==> config.mk <==
export PLATFORM = sky130hd
export DESIGN_NAME = hazard_ctrl
export DESIGN_NICKNAME = d
export VERILOG_FILES = /design/src/rtl/mips_pkg.sv /design/src/rtl/muldiv_tracker.sv /design/src/rtl/hazard_ctrl.sv
export SDC_FILE = /design/constraint.sdc
export NUM_CORES = 1
export LEC_CHECK = 0
export BUFFER_PORTS_ARGS = -buffer_cell sky130_fd_sc_hd__buf_2
export CAP_MARGIN = 20
export CORE_ASPECT_RATIO = 0.7
export CORE_MARGIN = 5
export CORE_UTILIZATION = 46
export CTS_CLUSTER_DIAMETER = 30
export DETAILED_ROUTE_END_ITERATION = 6
export PLACE_DENSITY = 0.81
export SLEW_MARGIN = 20
export SYNTH_ARGS = -nofsm -noshare
export SYNTH_HDL_FRONTEND = slang
export SYNTH_SLANG_ARGS = --single-unit
==> constraint.sdc <==
create_clock -name clk -period 2 [get_ports clk]
set_input_delay 0.2 -clock clk [delete_from_list [all_inputs] [get_ports clk]]
set_output_delay 0.2 -clock clk [all_outputs]
set_load 0.1 [all_outputs]
==> src/rtl/mips_pkg.sv <==
// Shared definitions for the MIPS pipeline control logic: forwarding select
// encodings, the mult/div tracker state type and the register-0 compare helper.
package mips_pkg;

  localparam logic [1:0] FWD_RF  = 2'b00;
  localparam logic [1:0] FWD_WB  = 2'b01;
  localparam logic [1:0] FWD_MEM = 2'b10;

  localparam logic [4:0] REG_ZERO = 5'd0;

  typedef enum logic {
    MD_IDLE = 1'b0,
    MD_BUSY = 1'b1
  } md_state_t;

  // True when a producer destination matches a consumer source; $zero never matches.
  function automatic logic reg_match(input logic [4:0] src, input logic [4:0] dst);
    return (src != REG_ZERO) && (src == dst);
  endfunction

endpackage

==> src/rtl/muldiv_tracker.sv <==
// Tracks the multi-cycle mult/div unit: goes BUSY on a start, counts down the
// remaining latency and pulses o_done for one cycle when HI/LO become valid.
// A start seen while BUSY is ignored (the ID-stage stall prevents it anyway).
// A start in the same cycle as o_done is accepted because the FSM is back in IDLE.
module muldiv_tracker
  import mips_pkg::*;
#(
  parameter int MULDIV_CYCLES = 32,
  parameter int CNT_W         = 6
) (
  input  logic      clk,
  input  logic      rst_n,
  input  logic      i_start,
  output logic      o_busy,
  output logic      o_done,
  output md_state_t o_state
);

  localparam logic [CNT_W-1:0] CNT_LOAD = CNT_W'(MULDIV_CYCLES - 1);
  localparam logic [CNT_W-1:0] CNT_LAST = CNT_W'(1);

  md_state_t        r_state;
  md_state_t        w_next_state;
  logic [CNT_W-1:0] r_cnt;
  logic [CNT_W-1:0] w_next_cnt;
  logic             r_done;
  logic             w_next_done;

  // State, counter and done-pulse registers; reset abandons any operation in flight.
  always_ff @(posedge clk or negedge rst_n) begin
    if (!rst_n) begin
      r_state <= MD_IDLE;
      r_cnt   <= '0;
      r_done  <= 1'b0;
    end else begin
      r_state <= w_next_state;
      r_cnt   <= w_next_cnt;
      r_done  <= w_next_done;
    end
  end

  // Next-state logic: load the count on start, count down while busy.
  always_comb begin
    w_next_state = r_state;
    w_next_cnt   = r_cnt;
    w_next_done  = 1'b0;
    case (r_state)
      MD_IDLE: begin
        if (i_start) begin
          w_next_state = MD_BUSY;
          w_next_cnt   = CNT_LOAD;
        end
      end
      MD_BUSY: begin
        w_next_cnt = r_cnt - CNT_LAST;
        if (r_cnt == CNT_LAST) begin
          w_next_state = MD_IDLE;
          w_next_done  = 1'b1;
        end
      end
      default: begin
        w_next_state = MD_IDLE;
      end
    endcase
  end

  assign o_busy  = (r_state == MD_BUSY);
  assign o_done  = r_done;
  assign o_state = r_state;

endmodule

==> src/rtl/hazard_ctrl.sv <==
// Hazard and sequencing controller for the five-stage MIPS pipeline.
// Forwarding selects, stalls and flushes are purely combinational; the
// mult/div occupancy is tracked by muldiv_tracker. While rst_n is low the
// pipeline is held flushed and un-stalled, forwarding still follows inputs.
module hazard_ctrl
  import mips_pkg::*;
#(
  parameter int MULDIV_CYCLES = 32,
  parameter int CNT_W         = 6
) (
  input  logic       clk,
  input  logic       rst_n,
  input  logic [4:0] RsD,
  input  logic [4:0] RtD,
  input  logic [4:0] RsE,
  input  logic [4:0] RtE,
  input  logic [4:0] WriteRegE,
  input  logic [4:0] WriteRegM,
  input  logic [4:0] WriteRegW,
  input  logic       RegWriteE,
  input  logic       RegWriteM,
  input  logic       RegWriteW,
  input  logic       MemtoRegE,
  input  logic       MemtoRegM,
  input  logic       BranchD,
  input  logic       PCSrcD,
  input  logic       MulDivStartE,
  input  logic       MulDivUseD,
  output logic       StallF,
  output logic       StallD,
  output logic       FlushD,
  output logic       FlushE,
  output logic [1:0] ForwardAE,
  output logic [1:0] ForwardBE,
  output logic       ForwardAD,
  output logic       ForwardBD,
  output logic       MulDivBusy,
  output logic       MulDivDone
);

  md_state_t w_md_state;
  logic      w_lwstall;
  logic      w_brstall;
  logic      w_mdstall;
  logic      w_stall;

  muldiv_tracker #(
    .MULDIV_CYCLES(MULDIV_CYCLES),
    .CNT_W        (CNT_W)
  ) u_muldiv_tracker (
    .clk    (clk),
    .rst_n  (rst_n),
    .i_start(MulDivStartE),
    .o_busy (MulDivBusy),
    .o_done (MulDivDone),
    .o_state(w_md_state)
  );

  // EX operand forwarding: the younger MEM result takes priority over WB.
  always_comb begin
    ForwardAE = FWD_RF;
    ForwardBE = FWD_RF;
    if (RegWriteM && reg_match(RsE, WriteRegM))      ForwardAE = FWD_MEM;
    else if (RegWriteW && reg_match(RsE, WriteRegW)) ForwardAE = FWD_WB;
    if (RegWriteM && reg_match(RtE, WriteRegM))      ForwardBE = FWD_MEM;
    else if (RegWriteW && reg_match(RtE, WriteRegW)) ForwardBE = FWD_WB;
  end

  // ID branch comparator forwarding and the three stall sources.
  always_comb begin
    ForwardAD = RegWriteM && reg_match(RsD, WriteRegM);
    ForwardBD = RegWriteM && reg_match(RtD, WriteRegM);
    w_lwstall = MemtoRegE && (reg_match(RtE, RsD) || reg_match(RtE, RtD));
    w_brstall = BranchD &&
                ((RegWriteE && (reg_match(WriteRegE, RsD) || reg_match(WriteRegE, RtD))) ||
                 (MemtoRegM && (reg_match(WriteRegM, RsD) || reg_match(WriteRegM, RtD))));
    w_mdstall = MulDivUseD && (w_md_state == MD_BUSY);
    w_stall   = w_lwstall || w_brstall || w_mdstall;
  end

  // Stall/flush outputs; a stall suppresses the taken-branch flush of IF/ID.
  always_comb begin
    StallF = rst_n && w_stall;
    StallD = rst_n && w_stall;
    FlushE = !rst_n || w_stall;
    FlushD = !rst_n || (PCSrcD && !w_stall);
  end

endmodule

==> qor_table.md, run 1 <==
| Result | Reported | Unit |
|:---|:---|:---|
| Worst min-delay path class | input port to flip-flop | - |
| Run status | finished clean | - |
| I/O pins | 58 | - |
| Most frequent cells in the layout | 50 x sky130_fd_sc_hd__buf_2, 37 x sky130_fd_sc_hd__xnor2_1, 11 x sky130_fd_sc_hd__xor2_1, 8 x sky130_fd_sc_hd__nand2_1 | - |
| Share of the yosys chip area belonging to registers | 0.1743 | - |
| Global routing usage summed across all routing layers | 0.2038 | - |
| CP Launch Type | input port | - |
| Top Layer Used | met4 | - |
| CTS root buffer | sky130_fd_sc_hd__clkbuf_4 | - |
| Maximum number of pins on one net before global-route repair | 15 | - |
| Fraction of final layout cells with drive strength greater than 1 | 0.4242 | - |
| Nets | 247 | - |
| Horizontal extent of the die | 69.73 | um |
| Syn nets | 191 | - |
| Count of vias placed by the detailed router | 1247 | - |
| Post-detailed-route wirelength per cell | 15.32 | um |
| Routed length on met3 | 271 | um |
| Clock sink count | 8 | - |
| Adder-cell area share of the yosys netlist | 0.02179 | - |
| Synthesized-area fraction occupied by xor and xnor cells | 0.3965 | - |
| Total of fill cells in the finished design | 197 | - |
| Maximum vdd ir drop | 0.2741 | mV |
| Global-route wire length before repair | 5.878 | mm |
| Max-cap violations | 0 | - |
| Area of the mapped netlist | 1149 | sq um |
| Cell taking the most area after synthesis | sky130_fd_sc_hd__xnor2_1 | - |
| Largest cells by area after synthesis | sky130_fd_sc_hd__xnor2_1 31%, sky130_fd_sc_hd__dfrtp_1 17%, sky130_fd_sc_hd__xor2_1 8.4% | - |
| Crit. End Element | output pin | - |
| Final count of negative-setup-slack endpoints | 0 | - |
| Number of vias per cell after detailed routing | 5.375 | - |
| Maximum net fanout on the critical path | 3 | - |
| Detail Placement HPWL | 3.069 | mm |
| Most common library cell in the layout ignoring fill and taps | sky130_fd_sc_hd__buf_2 | - |
| Final design utilization | 0.7101 | - |
| Synth-to-layout area growth | 49.67 | % |
| Met1 layer wirelength in the final routing | 1.496 | mm |
| Worst slack on hold paths | 236.4 | ps |
| Start-to-end type of the worst setup path | input port to output pin | - |
| Residual DRC | 0 | - |
| Die outline height | 51.81 | um |
| Leakage power of the design | 0.6973 | nW |
| Synth Area per Inst | 8.032 | sq um |
| Share of cell area taken by muxes after synthesis | 0 | - |
| Remaining number of nets flagged by the antenna check after routing | 0 | - |
| Top_reg_cell synth | sky130_fd_sc_hd__dfrtp_1 | - |
| Number of instances resized during post-cts repair | 0 | - |
| Number of buffers inserted during clock tree synthesis | 3 | - |
| Final Max Slew Viols | 0 | - |
| Number of inserted diodes | 0 | - |
| DIE AREA | 3612 | sq um |
| TritonCTS clock tree | built | - |
| Number of cell rows | 15 | - |
| Post-synthesis async set-or-reset flop share | 1.000 | - |
| Total grt overflow | 0 | - |
| Power per Cell Area | 592.2 | nW/um^2 |
| Core Box Area | 2421 | sq um |
| Routed WL | 3.554 | mm |
| Cells after synthesis | 143 | - |
| First drt pass iteration count | 4 | - |
| Share of the synthesized area in the top cell type | 0.3126 | - |
| Placement Cell Area | 1683 | sq um |
| Via count of the first global-routing pass | 1334 | - |
| Pin slew with the least headroom to its limit | 613.6 | ps |
| Count of synthesis-stage warnings from yosys | 0 | - |
| Data required time of the worst path | 1800 | ps |
| Number of buffers inserted by post-CTS setup repair | 0 | - |
| Starting Density | 0.4744 | - |
| Routed length on met2 | 1.746 | mm |
| Worst clock skew | 1.757 | ps |
| Number of antenna violations at the first check in global routing | 0 | - |
| Clock Latency Late Sink | 260 | ps |
| Simple-Gate Fraction of Synth Area | 0.2462 | - |
| Count of buffers from port buffering | 57 | - |
| Flip-flop and latch count after synthesis | 8 | - |
| Min cycle time layout | 1884 | ps |
| Rel. slew slack | 0.5852 | - |
| Arrival time of data at the critical path endpoint | 1680 | ps |
| Iteration-0 DRC count of the detailed router | 56 | - |
| Final period utilization | 0.9421 | - |
| Count of endpoints failing hold in the final timing report | 0 | - |
| Clock transition at the register clock pins on the worst setup and hold paths after CTS | 60 | ps |
| GP Congestion | 0.8601 | - |
| Setup repair after global routing missed its margin | no | - |
| Post-layout instance area | 1719 | sq um |
| Count of unique library cells instantiated by Yosys | 31 | - |
| Top achievable clock speed | 530.7 | MHz |
| Main combinational cell family by area after synthesis | XOR/XNOR gates | - |
| Depth of the CTS H-tree | 1 | - |
| Number of synthesized flops with an enable pin | 0 | - |
| Compound-cell area share of the yosys netlist | 0.09913 | - |
| Clock tree buffer depth | 2 | - |
-- Yosys cell counts, types with 2 or more instances --
library cell,n
sky130_fd_sc_hd__nand2_1,8
sky130_fd_sc_hd__xor2_1,11
sky130_fd_sc_hd__nor2_1,7
sky130_fd_sc_hd__xnor2_1,41
sky130_fd_sc_hd__ha_1,2
sky130_fd_sc_hd__nor3_1,7
sky130_fd_sc_hd__o22ai_1,2
sky130_fd_sc_hd__dfrtp_1,8
sky130_fd_sc_hd__a21oi_1,5
sky130_fd_sc_hd__o21ai_0,3
sky130_fd_sc_hd__inv_1,3
sky130_fd_sc_hd__nand3_1,6
sky130_fd_sc_hd__nor4_1,5
sky130_fd_sc_hd__nand4_1,5
sky130_fd_sc_hd__clkbuf_1,7
sky130_fd_sc_hd__or4_1,5
sky130_fd_sc_hd__nand3b_1,2
sky130_fd_sc_hd__buf_2,3
-- worst max-delay path, cell delays in order --
cell and delay (ps):
sky130_fd_sc_hd__buf_2 110, sky130_fd_sc_hd__or4_4 540, sky130_fd_sc_hd__nor2_4 150, sky130_fd_sc_hd__buf_4 140, sky130_fd_sc_hd__nor4_4 40, sky130_fd_sc_hd__nor4_4 290, sky130_fd_sc_hd__buf_12 220
-- path summary, 6_finish.rpt --
path                                                 from                         to  slack, ps  cells after the start
worst max register to register    u_muldiv_tracker.o_busy  u_muldiv_tracker.r_cnt[5]        490                      4
min in group asynchronous                           rst_n  u_muldiv_tracker.r_cnt[4]        330                      2
worst min register to register  u_muldiv_tracker.r_cnt[5]    u_muldiv_tracker.o_done        470                      1
max in group asynchronous                           rst_n    u_muldiv_tracker.o_busy       1470                      2
worst min-delay path                         MulDivStartE    u_muldiv_tracker.o_busy        240                      3
worst max-delay path                               RtE[1]               ForwardBE[0]        120                      7
-- stage by stage --
step	power (mW)	TNS [ps]	instances	worst slack, ps
6_report	1.018	0	232	115.9
5_1_grt	1.094	0	232	19.64
4_1_cts	1.023	0	232	100.7
3_5_place_dp	0.8828	0	227	102.2
3_3_place_gp	0.8537	0	227	139.9
2_1_floorplan	0.7322	-1357	143	-467.6
-- area by class of cell --
type                       instances  area (sq um)  share of cell area
timing repair buffer              63         437.9              0.2547
tap                               34         42.54             0.02475
multi-input combinational        120         999.7              0.5815
sequential                         8         201.4              0.1172
clock buffer                       4         26.28             0.01528
inverter                           3         11.26            0.006550
-- registers in the layout, indices dropped and copies added (netlist names) --
name / cells
u_muldiv_tracker.o_done: 1
u_muldiv_tracker.o_busy: 1
u_muldiv_tracker.r_cnt: 6
-- timing repair --
| item | 4_1_cts | 5_1_grt |
|---|---|---|
| hold endpoints to repair | 8 | 0 |
| setup endpoints to repair | 0 | 0 |
| hold buffers | 1 | 0 |
-- routing by layer --
layer | track usage | vias to the layer above
li1 | - | 605
met1 | 0.2438 | 580
met2 | 0.3655 | 56
met3 | 0.05019 | 6
met4 | 0.06369 | 0
met5 | 0 | -
-- cells by family (layout without fill, tap and decap cells) --
family,Yosys count,count (layout)
simple gates,50,50
compound gates,16,16
buf+inv,15,70
xor+xnor,52,52
flops,8,8
fa+ha+maj,2,2
-- power breakdown --
part           switching (mW)  total (mW)  internal [mW]
Combinational           0.323       0.571          0.248
Clock                  0.0587       0.135         0.0766
Sequential             0.0800       0.311          0.231
Total                   0.462        1.02          0.556
(Power assumes the default switching activity.)
==> inputs of run 2 (changes only) <==
CORE_MARGIN = 3   (was 5)
==> run 2 against run 1 <==
Effect of this change: clock skew rose by 3.7 ps; clock-buffer cell count is the same; sequential share of layout area hardly changed; combinational power up 2%; sequential power increased by 2%; via count increased by 2.1%; global-route usage grew 3.3 points; sequential cell count unchanged; register-to-register slack got worse by 80 ps; maximum frequency is 0.54% lower; core utilization up 5.0 points; largest cell class unchanged.
==> qor_table.md, run 2 (synthesized netlist as in run 1, its figures left out) <==
| Result | Reported | Unit |
|:---|:---|:---|
| Max-cap violations | 0 | - |
| Maximum number of pins on one net before global-route repair | 15 | - |
| Clock sink count | 8 | - |
| Most common library cell in the layout ignoring fill and taps | sky130_fd_sc_hd__buf_2 | - |
| Post-detailed-route wirelength per cell | 15.51 | um |
| Setup repair after global routing missed its margin | no | - |
| Post-layout instance area | 1717 | sq um |
| Final period utilization | 0.9472 | - |
| Depth of the CTS H-tree | 1 | - |
| Clock Latency Late Sink | 270 | ps |
| Nets | 247 | - |
| Fraction of power spent switching nets | 0.4659 | - |
| Arrival time of data at the critical path endpoint | 1690 | ps |
| Die outline height | 47.81 | um |
| Number of vias per cell after detailed routing | 5.535 | - |
| Start-to-end type of the worst setup path | input port to output pin | - |
| Rel. slew slack | 0.5385 | - |
| Top achievable clock speed | 527.9 | MHz |
| Core Box Area | 2260 | sq um |
| Share of power burned in the clock network | 0.137 | - |
| Count of vias placed by the detailed router | 1273 | - |
| Worst min-delay path class | input port to flip-flop | - |
| Run status | finished clean | - |
| I/O pins | 58 | - |
| Min cycle time layout | 1894 | ps |
| Most frequent cells in the layout | 50 x sky130_fd_sc_hd__buf_2, 37 x sky130_fd_sc_hd__xnor2_1, 11 x sky130_fd_sc_hd__xor2_1, 8 x sky130_fd_sc_hd__nand2_1 | - |
| Maximum vdd ir drop | 0.2619 | mV |
| Leakage power of the design | 0.6973 | nW |
| Total negative slack for setup checks | 0 | ps |
| CTS root buffer | sky130_fd_sc_hd__clkbuf_4 | - |
| Number of inserted diodes | 0 | - |
| Setup WS post-layout | 105.6 | ps |
| Routed WL | 3.567 | mm |
| Horizontal extent of the die | 65.73 | um |
| Detail Placement HPWL | 3.057 | mm |
| CP Launch Type | input port | - |
| Total of fill cells in the finished design | 170 | - |
| Register containing the most flip-flops in the final layout | u_muldiv_tracker.r_cnt | - |
| Global-route wire length before repair | 5.589 | mm |
| Power per Cell Area | 609.7 | nW/um^2 |
| Remaining number of nets flagged by the antenna check after routing | 0 | - |
| Pin slew with the least headroom to its limit | 682.6 | ps |
| Residual DRC | 0 | - |
| Clock transition at the register clock pins on the worst setup and hold paths after CTS | 60 | ps |
| Data required time of the worst path | 1800 | ps |
| Starting Density | 0.5083 | - |
| First drt pass iteration count | 4 | - |
| Maximum net fanout on the critical path | 3 | - |
| GP Congestion | 0.9431 | - |
| Int Pwr | 0.5590 | mW |
| Worst setup slack before clock tree synthesis | 101.8 | ps |
| Post-route insts no fill | 230 | - |
| Via count of the first global-routing pass | 1207 | - |
| Global routing usage summed across all routing layers | 0.2371 | - |
| Fraction of final layout cells with drive strength greater than 1 | 0.4242 | - |
| Number of cell rows | 14 | - |
| Synth-to-layout area growth | 49.46 | % |
| Number of antenna violations at the first check in global routing | 0 | - |
| Iteration-0 DRC count of the detailed router | 52 | - |
| Final Max Slew Viols | 0 | - |
| Final count of negative-setup-slack endpoints | 0 | - |
| Count of buffers from port buffering | 57 | - |
| Flop pwr share | 0.304 | - |
| Comb pwr share | 0.559 | - |
| Total grt overflow | 0 | - |
| Worst clock skew | 5.490 | ps |
| Net Sw Power | 0.4876 | mW |
| Final design utilization | 0.7597 | - |
| Number of instances resized during post-cts repair | 0 | - |
| TritonCTS clock tree | built | - |
| Crit. End Element | output pin | - |
| Flip-flop count of the largest register, all copies and words added | 6 | - |
| Clock tree buffer depth | 2 | - |
| Worst slack on hold paths | 224.7 | ps |
| Power, Total | 1.047 | mW |
| DIE AREA | 3142 | sq um |
| Count of endpoints failing hold in the final timing report | 0 | - |
| Number of cells in the design after placement | 225 | - |
| Placement Cell Area | 1680 | sq um |
| Number of buffers inserted during clock tree synthesis | 3 | - |
[run 2: cell counts in the layout (fill, tap and decap cells not counted)]
No cell type changed its count.
[run 2: final cells by class]
cell class                      instances  area, sq um  area share
Clock buffer                            4        26.28     0.01531
Tap cell                               32        40.04     0.02332
Sequential cell                         8        201.4      0.1173
Inverter                                3        11.26    0.006560
Multi-Input combinational cell        120        999.7      0.5824
Timing Repair Buffer                   63        437.9      0.2551
[run 2: final timing paths]
| path | start | end | slack [ps] | depth (start not counted) |
|---|---|---|---|---|
| worst max-delay path | RtE[1] | FlushD | 110 | 7 |
| worst min-delay path | MulDivStartE | u_muldiv_tracker.o_busy | 220 | 3 |
| worst max register to register | u_muldiv_tracker.o_busy | u_muldiv_tracker.r_cnt[5] | 410 | 4 |
| worst min register to register | u_muldiv_tracker.r_cnt[5] | u_muldiv_tracker.o_done | 510 | 1 |
| max in group asynchronous | rst_n | u_muldiv_tracker.o_busy | 1480 | 2 |
| min in group asynchronous | rst_n | u_muldiv_tracker.r_cnt[5] | 310 | 2 |
[run 2: worst max-delay path, stage by stage]
cell                      delay [ps]
sky130_fd_sc_hd__buf_2           110
sky130_fd_sc_hd__or4_4           540
sky130_fd_sc_hd__nor2_4          150
sky130_fd_sc_hd__nor2b_2          80
sky130_fd_sc_hd__a22oi_4         180
sky130_fd_sc_hd__a41o_2          260
sky130_fd_sc_hd__buf_12          180
[run 2: what timing repair did]
action,CTS,global route
setup endpoints to repair,0,0
setup buffers,0,0
endpoints found under the hold margin,8,0
hold buffers,1,0
[run 2: power by group through the flow]
| stage | Sequential [mW] | Clock (mW) | Combinational (mW) |
|---|---|---|---|
| floorplan | 0.318 | 0 | 0.414 |
| global placement | 0.308 | 0 | 0.546 |
| detailed placement | 0.317 | 0 | 0.582 |
| CTS | 0.314 | 0.143 | 0.585 |
| global route | 0.326 | 0.151 | 0.628 |
| finish | 0.318 | 0.143 | 0.585 |
[run 2: routing by layer]
metal  global-route usage  vias to the layer above  wire length, um
met5                    0                        -                0
met2               0.4044                       71             1704
met1               0.3127                      584             1517
met3              0.04460                       14              254
met4              0.07025                        0               90
li1                     -                      604                -
==> inputs of run 3 (changes only) <==
CELL_PAD_IN_SITES_DETAIL_PLACEMENT = 0   (was not set)
CELL_PAD_IN_SITES_GLOBAL_PLACEMENT = 1   (was not set)
CORE_UTILIZATION = 33   (was 46)
CTS_BUF_LIST = sky130_fd_sc_hd__clkbuf_8   (was not set)
PLACE_DENSITY = not set   (was 0.81)
PLACE_DENSITY_LB_ADDON = 0.1   (was not set)
==> run 3 against run 2 <==
Effect of this change: sequential cell count is the same; via count decreased by 5.4%; routed wire length fell by 3.8%; critical path type unchanged; highest routed layer unchanged.
==> qor_table.md, run 3 (synthesized netlist as in run 1, its figures left out) <==
| Result | Reported | Unit |
|:---|:---|:---|
| Final Max Slew Viols | 0 | - |
| Count of endpoints failing hold in the final timing report | 0 | - |
| Number of inserted diodes | 0 | - |
| Clock Latency Late Sink | 230 | ps |
| Cell depth of the worst setup path | 6 | - |
| Critical-path cell with the highest stage delay | sky130_fd_sc_hd__or4_1 | - |
| TritonCTS clock tree | built | - |
| Family with the most delay on the worst path | simple AND/OR/NAND/NOR gates | - |
| Top achievable clock speed | 526.5 | MHz |
| Placement Cell Area | 1707 | sq um |
| Post-layout instance area | 1764 | sq um |
| Maximum number of pins on one net before global-route repair | 15 | - |
| Start-to-end type of the worst setup path | input port to output pin | - |
| Global routing usage summed across all routing layers | 0.1652 | - |
| Clock tree buffer depth | 2 | - |
| Most common library cell in the layout ignoring fill and taps | sky130_fd_sc_hd__buf_2 | - |
| I/O pins | 58 | - |
| Termination of the worst setup path | FlushD | - |
| Beginning of the critical path | WriteRegE[1] | - |
| Residual DRC | 0 | - |
| Nets | 248 | - |
| Depth of the CTS H-tree | 1 | - |
| Count of buffers from port buffering | 57 | - |
| Fraction of final layout cells with drive strength greater than 1 | 0.4271 | - |
| Horizontal extent of the die | 76.52 | um |
| Comb pwr share | 0.527 | - |
| Worst clock skew | 6.801 | ps |
| Detail Placement HPWL | 3.001 | mm |
| Die outline height | 55.36 | um |
| Int Pwr | 0.6176 | mW |
| Clock transition at the register clock pins on the worst setup and hold paths after CTS | 50 | ps |
| Synth-to-layout area growth | 53.59 | % |
| Global-route wire length before repair | 5.671 | mm |
| Number of antenna violations at the first check in global routing | 0 | - |
| Maximum net fanout on the critical path | 3 | - |
| Worst min-delay path class | input port to flip-flop | - |
| Power, Total | 1.085 | mW |
| Slack of the worst reg-to-reg path | 580 | ps |
| Data required time of the worst path | 1800 | ps |
| DIE AREA | 4236 | sq um |
| Max-cap violations | 0 | - |
| Pin slew with the least headroom to its limit | 518.0 | ps |
| Flop pwr share | 0.289 | - |
| Clock sink count | 8 | - |
| Fraction of power spent switching nets | 0.4308 | - |
| CTS root buffer | sky130_fd_sc_hd__clkbuf_8 | - |
| Remaining number of nets flagged by the antenna check after routing | 0 | - |
| Power per Cell Area | 615.0 | nW/um^2 |
| CP Launch Type | input port | - |
| Share of power burned in the clock network | 0.184 | - |
| Number of buffers inserted during clock tree synthesis | 3 | - |
| Run status | finished clean | - |
| Cells along the critical path | buf_2 > or4_1 > o2111ai_1 > buf_4 > a41o_2 > buf_12 | - |
| Total grt overflow | 0 | - |
| Starting Density | 0.3553 | - |
| Register containing the most flip-flops in the final layout | u_muldiv_tracker.r_cnt | - |
| Worst r2r dst | u_muldiv_tracker.r_cnt[5] | - |
| Number of cell rows | 17 | - |
| Net Sw Power | 0.4674 | mW |
| Most frequent cells in the layout | 49 x sky130_fd_sc_hd__buf_2, 37 x sky130_fd_sc_hd__xnor2_1, 11 x sky130_fd_sc_hd__xor2_1, 8 x sky130_fd_sc_hd__nand2_1 | - |
| Iteration-0 DRC count of the detailed router | 23 | - |
| Slowest cell delay on critical path | 510 | ps |
| Final count of negative-setup-slack endpoints | 0 | - |
| Min cycle time layout | 1899 | ps |
| Buffering stage count on the worst path with inverters included | 3 | - |
| Core Box Area | 3233 | sq um |
| Maximum vdd ir drop | 0.2544 | mV |
| Via count of the first global-routing pass | 1203 | - |
| Number of vias per cell after detailed routing | 4.894 | - |
| Beginning of the worst register-to-register path | u_muldiv_tracker.o_busy | - |
| Crit. End Element | output pin | - |
| First drt pass iteration count | 4 | - |
| Arrival time of data at the critical path endpoint | 1700 | ps |
| Worst reg-to-reg path cell count | 4 | - |
| Post-detailed-route wirelength per cell | 13.95 | um |
| Leakage power of the design | 0.7148 | nW |
| Flip-flop count of the largest register, all copies and words added | 6 | - |
| Setup repair after global routing missed its margin | no | - |
| Final period utilization | 0.9496 | - |
| Routed WL | 3.431 | mm |
| Count of vias placed by the detailed router | 1204 | - |
| Rel. slew slack | 0.6498 | - |
| GP Congestion | 0.8644 | - |
run 3: cell count changes in the layout (fill, tap and decap cells not counted):
cell / previous run / this run
sky130_fd_sc_hd__clkbuf_1: 1 / 0
sky130_fd_sc_hd__inv_1: 3 / 4
sky130_fd_sc_hd__clkbuf_4: 3 / 1
sky130_fd_sc_hd__buf_2: 50 / 49
sky130_fd_sc_hd__clkbuf_8: 0 / 3
sky130_fd_sc_hd__buf_4: 5 / 6
run 3: area by class of cell:
cell class              count  area, sq um
clock buffers               3        41.29
clock inverters             1        3.754
fillers                   306         1469
inverters                   3        11.26
multi-input cells         120        999.7
flip-flops and latches      8        201.4
well taps                  47        58.81
repair buffers             64        447.9
run 3: how the worst min path moves through the flow:
stage / from / end / slack, ps / depth (start not counted)
floorplan: rst_n / u_muldiv_tracker.o_busy / -100 / 0
global placement: rst_n / u_muldiv_tracker.o_done / 70 / 1
detailed placement: rst_n / u_muldiv_tracker.o_done / 70 / 1
CTS: MulDivStartE / u_muldiv_tracker.o_busy / 260 / 3
global route: MulDivStartE / u_muldiv_tracker.o_busy / 280 / 3
finish: MulDivStartE / u_muldiv_tracker.o_busy / 270 / 3
run 3: per-stage QoR:
stage          std cells  worst slack, ps  TNS, ps    util  hold slack [ps]
6_report             246            100.8        0  0.5457            269.2
5_1_grt              246            9.901        0  0.5457            275.8
4_1_cts              246            92.03        0  0.5449            255.1
3_5_place_dp         241            101.6        0  0.5279            66.71
3_3_place_gp         241            125.8        0  0.5279            67.91
2_1_floorplan        143           -467.6    -1357       -           -95.59
run 3: power groups by stage:
stage	Combinational [mW]	Sequential, mW	Clock, mW
after global routing	0.623	0.320	0.218
after CTS	0.574	0.310	0.208
final	0.572	0.313	0.200
after detailed placement	0.572	0.311	0
after floorplan	0.414	0.318	0
after global placement	0.559	0.309	0
run 3: worst register-to-register path, delay by kind of cell, from the launching register on:
kind	cells	cell delay, ps
simple gates	3	720
flops	1	510
compound gates	1	70
run 3: what timing repair did:
action	4_1_cts	5_1_grt
setup endpoints to repair	0	1
hold buffers	1	0
setup buffers	0	0
gates resized for setup	0	1
endpoints found under the hold margin	8	0
run 3: layer usage:
layer | routed length [um] | share of wire | vias up | GRT usage
met1 | 1745 | 0.51 | 553 | 0.2510
met3 | 223 | 0.065 | 4 | 0.04397
met4 | 30 | 0.0087 | 0 | 0.03876
met5 | 0 | 0 | - | 0
li1 | - | - | 606 | -
met2 | 1432 | 0.42 | 41 | 0.2278
